==> src/rtl/pipe_delay_line.sv <==
// Multi-lane delay line with run-time tap (0..DEPTH), stall, flush and a valid bit per stage.
// Define PIPE_SKEW_EN to add k extra stages on lane k for diagonal systolic-array entry.
module pipe_delay_line #(
   parameter int WIDTH = 8,
   parameter int DEPTH = 4,
   parameter int LANES = 4,
   parameter int SELW  = $clog2(DEPTH + 1)
) (
   input  logic                   clk,
   input  logic                   rst_n,
   input  logic                   en,
   input  logic                   flush,
   input  logic [SELW-1:0]        sel_depth,
   input  logic [LANES-1:0]       in_valid,
   input  logic [LANES*WIDTH-1:0] in_data,
   output logic [LANES-1:0]       out_valid,
   output logic [LANES*WIDTH-1:0] out_data,
   output logic                   busy
);

`ifdef PIPE_SKEW_EN
   localparam int CHAIN = DEPTH + LANES - 1;
`else
   localparam int CHAIN = DEPTH;
`endif
   localparam int TW = $clog2(CHAIN + 1);
   localparam logic [SELW-1:0] DEPTH_SEL = SELW'(DEPTH);

   logic [SELW-1:0]  base_sel;
   logic [LANES-1:0] lane_busy;

   // Out-of-range selects silently clamp to the longest base delay.
   assign base_sel = (sel_depth > DEPTH_SEL) ? DEPTH_SEL : sel_depth;
   assign busy     = |lane_busy;

   generate
      for (genvar gi = 0; gi < LANES; gi++) begin : g_lane
         logic             valid_reg [1:CHAIN];
         logic [WIDTH-1:0] data_reg  [1:CHAIN];
         logic [TW-1:0]    tap;
         logic             tap_valid;
         logic [WIDTH-1:0] tap_data;
         logic             any_valid;

`ifdef PIPE_SKEW_EN
         assign tap = TW'(base_sel) + TW'(gi);
`else
         assign tap = TW'(base_sel);
`endif

         always_ff @(posedge clk or negedge rst_n) begin
            if (!rst_n) begin
               for (int i = 1; i <= CHAIN; i++) begin
                  valid_reg[i] <= 1'b0;
                  data_reg[i]  <= '0;
               end
            end else if (flush) begin
               for (int i = 1; i <= CHAIN; i++) begin
                  valid_reg[i] <= 1'b0;
                  data_reg[i]  <= '0;
               end
            end else if (en) begin
               valid_reg[1] <= in_valid[gi];
               data_reg[1]  <= in_data[gi*WIDTH +: WIDTH];
               for (int i = 2; i <= CHAIN; i++) begin
                  valid_reg[i] <= valid_reg[i-1];
                  data_reg[i]  <= data_reg[i-1];
               end
            end
         end

         // Tap 0 is the raw input, so a zero delay bypasses stall and flush.
         always_comb begin
            tap_valid = in_valid[gi];
            tap_data  = in_data[gi*WIDTH +: WIDTH];
            for (int i = 1; i <= CHAIN; i++) begin
               if (tap == TW'(i)) begin
                  tap_valid = valid_reg[i];
                  tap_data  = data_reg[i];
               end
            end
         end

         always_comb begin
            any_valid = 1'b0;
            for (int i = 1; i <= CHAIN; i++) begin
               any_valid = any_valid | valid_reg[i];
            end
         end

         assign out_valid[gi]              = tap_valid;
         assign out_data[gi*WIDTH +: WIDTH] = tap_data;
         assign lane_busy[gi]               = any_valid;
      end
   endgenerate

endmodule

==> config.mk <==
export PLATFORM = sky130hd
export DESIGN_NAME = pipe_delay_line
export DESIGN_NICKNAME = d
export VERILOG_FILES = /design/src/rtl/pipe_delay_line.sv
export SDC_FILE = /design/constraint.sdc
export NUM_CORES = 1
export LEC_CHECK = 0
export ABC_CLOCK_PERIOD_IN_PS = 1400
export CORE_MARGIN = 2
export CORE_UTILIZATION = 57
export CTS_CLUSTER_DIAMETER = 150
export DETAILED_ROUTE_END_ITERATION = 10
export GPL_ROUTABILITY_DRIVEN = 0
export PLACE_DENSITY = 0.81
export RECOVER_POWER = 50
export SYNTH_ARGS = -nofsm -noshare
export SYNTH_HDL_FRONTEND = slang
export SYNTH_SLANG_ARGS = --single-unit
export TNS_END_PERCENT = 50
==> constraint.sdc <==
create_clock -name clk -period 1.4 [get_ports clk]
set_clock_uncertainty 0.05 [all_clocks]
set_input_delay 0.14 -clock clk [delete_from_list [all_inputs] [get_ports clk]]
set_output_delay 0.14 -clock clk [all_outputs]
set_load 0.05 [all_outputs]
==> flow_metrics.env <==
export IMPL_cap_violations=0
export IMPL_port_buffers=79
export IMPL_vias_per_cell=5.93
export IMPL_final_layout_size_suffix_gt1_share_pct=28.4
export IMPL_numClockSinks=144
export IMPL_cp_slowest_stage_delay_ns=0.47
export IMPL_fp_dieW_um=117
export IMPL_cp_max_fo=4
export IMPL_cp_end_kind="output port"
export IMPL_drt_wirelength_per_cell_um=19.8
export IMPL_die_area_um2=13700
export IMPL_crit_slowest_cell="dfrtp_2"
export IMPL_synth_top_family_by_area="multiplexers"
export IMPL_synth_adder_area_share_pct=0
export IMPL_largest_register_ffs=128
export IMPL_violations="negative setup slack"
export IMPL_hpwl_mm=11.2
export IMPL_relSlewSlack_pct=60.2
export IMPL_clk_latency_ns=0.43
export IMPL_ant_nets=0
export IMPL_ys_flop_type="dfrtp_1"
export IMPL_fin_nets=831
export IMPL_arrival_ns=1.53
export IMPL_drt_pass1_iter_count=5
export IMPL_whs_ns=0.0915
export IMPL_stdcell_area_um2=9930
export IMPL_synthMuxAreaShare_pct=24.8
export IMPL_drv_slew=0
export IMPL_vdd_ir_drop_max_mv=0.934
export IMPL_avgSynthCellArea_um2=10.7
export IMPL_antenna_found_initial=0
export IMPL_final_common_cell="mux2i_1"
export IMPL_grt_pass1_vias=6097
export IMPL_criticalPathCategory="reg -> out"
export IMPL_drc=0
export IMPL_synth_nets=725
export IMPL_dr_total_vias=5765
export IMPL_synth_edf_count=0
export IMPL_power_density_nw_per_um2=1060
export IMPL_clk_pin_slew_ns=0.06
export IMPL_dr_first_iter_drc_count=495
export IMPL_netlist_area_um2=7270
export IMPL_cts_tree="done"
export IMPL_startpoint_type="register"
export IMPL_ys_types=20
export IMPL_grt_start_max_net_pins=83
export IMPL_grt_pass1_wl_mm=31.0
export IMPL_initial_core_util_pct=58.1
export IMPL_finalWirelength_mm=19.2
export IMPL_overflow=0
export IMPL_numCtsBuffers=17
export IMPL_cts_max_path_buffers=2
export IMPL_synth_cells=682
export IMPL_hold_violations=0
export IMPL_synth_compound_area_share_pct=8.46
export IMPL_fillCellCount=754
export IMPL_synth_xor_area_share_pct=0
export IMPL_final_period_utilization_pct=123
export IMPL_yosysSeqAreaShare_pct=49.5
export IMPL_layout_common_cells="172 x mux2i_1, 157 x nor2_1, 143 x dfrtp_1"
export IMPL_crit_required_ns=1.21
export IMPL_die_h_um=117
export IMPL_fmax_mhz=580
export IMPL_rows=41
export IMPL_fin_ws_ns=-0.324
export IMPL_status="complete, but fails checks"
export IMPL_core_area_um2=12500
export IMPL_placed_cell_area_um2=8750
export IMPL_yosys_warnings=0
export IMPL_synth_seq_cells=144
export IMPL_n_antenna_cell=0
export IMPL_crit_path_cell_trace="nor4_4, nand4_1, buf_6"
export IMPL_period_needed_ns=1.72
export IMPL_p_leak_nw=4.76
export IMPL_syn2layout_area_growth_pct=36.5
export IMPL_cts_root_buf="clkbuf_16"
export IMPL_grt_usage_pct=29.7
export IMPL_worstMarginPinSlew_ns=0.597
export IMPL_htree_levels=4
export IMPL_rsz0062_at_grt="yes"
export IMPL_async_flop_share_pct=100
export IMPL_hold_class="in -> reg"
export IMPL_ioPinCount=80
export IMPL_setup_viol=37
export IMPL_synth_simple_gate_area_share_pct=12.4
-- what timing repair did --
item,4_1_cts,5_1_grt
setup endpoints to repair,37,37
pin swaps,21,17
buffers inserted,17,10
hold buffers,1,0
gates resized for setup,76,33
cloned,2,0
hold endpoints to repair,144,0
-- cell type report --
class / count / area [um^2] / area share [%]
sequential: 144 / 3600 / 36.3
multi-input combinational: 479 / 3960 / 39.9
clock inverter: 5 / 25.0 / 0.252
timing repair buffer: 146 / 1590 / 16.0
tap: 172 / 215 / 2.17
clock buffer: 26 / 539 / 5.43
-- per-stage QoR --
step	worst slack (ns)	setup TNS, ns	power, W	std cells	util (%)
floorplan	-0.242	-3.08	0.00550	682	-
finish	-0.324	-7.56	0.0106	972	79.3
detailed placement	-0.555	-17.47	0.00616	919	69.9
global route	-0.398	-9.42	0.0109	972	79.3
CTS	-0.281	-7.44	0.0105	967	78.0
global placement	-0.507	-16.40	0.00611	919	69.9
-- power breakdown --
| group | switching, W | total [W] | internal [W] |
|---|---|---|---|
| Clock | 0.00166 | 0.00428 | 0.00261 |
| Sequential | 0.000106 | 0.00439 | 0.00428 |
| Combinational | 0.00110 | 0.00191 | 0.000802 |
-- per-layer routing --
layer / up-vias / track usage [%] / wire, um
met5: - / 0 / 0
met4: 0 / 14.5 / 582
met3: 50 / 7.00 / 1120
met2: 217 / 47.6 / 9570
met1: 2912 / 38.2 / 7980
li1: 2586 / - / -
-- path summary, 6_finish.rpt --
path	startpoint	endpoint	slack, ns	depth (start not counted)
worst max-delay path	g_lane[0].valid_reg[1]	busy	-0.32	3
worst min-delay path	en	g_lane[3].valid_reg[0]	0.09	3
worst max register to register	g_lane[1].valid_reg[2]	g_lane[1].valid_reg[2]	0.30	4
worst min register to register	g_lane[1].data_reg[1]	g_lane[1].data_reg[1]	0.46	2
max in group asynchronous	rst_n	g_lane[0].valid_reg[1]	0.19	3
min in group asynchronous	rst_n	g_lane[2].data_reg[23]	0.20	2
-- cells by family after synthesis --
family	Yosys count
mux	180
flops	144
compound gates	87
simple gates	210
buf+inv	61
-- critical path, delay by kind of cell (launching register included) --
kind,cells,cell delay [ns]
DFF,1,0.47
and+or+nand+nor,2,0.44
buffers and inverters,1,0.19
-- synth_stat cells, types with 4 or more instances --
library cell / n / area [um^2]
nand2b_1: 15 / 93.8
o21a_1: 15 / 113
nor2_1: 166 / 623
nor4_1: 4 / 25.0
mux2i_1: 180 / 1800
nand3_1: 15 / 75.1
buf_2: 28 / 140
o21ai_0: 15 / 75.1
or2b_1: 6 / 45.0
a22oi_1: 15 / 113
o31ai_1: 21 / 158
buf_6: 5 / 56.3
dfrtp_1: 144 / 3600
clkbuf_1: 15 / 56.3
buf_4: 13 / 97.6
a211oi_1: 21 / 158
Note: power is estimated with default switching activity, not from simulation.
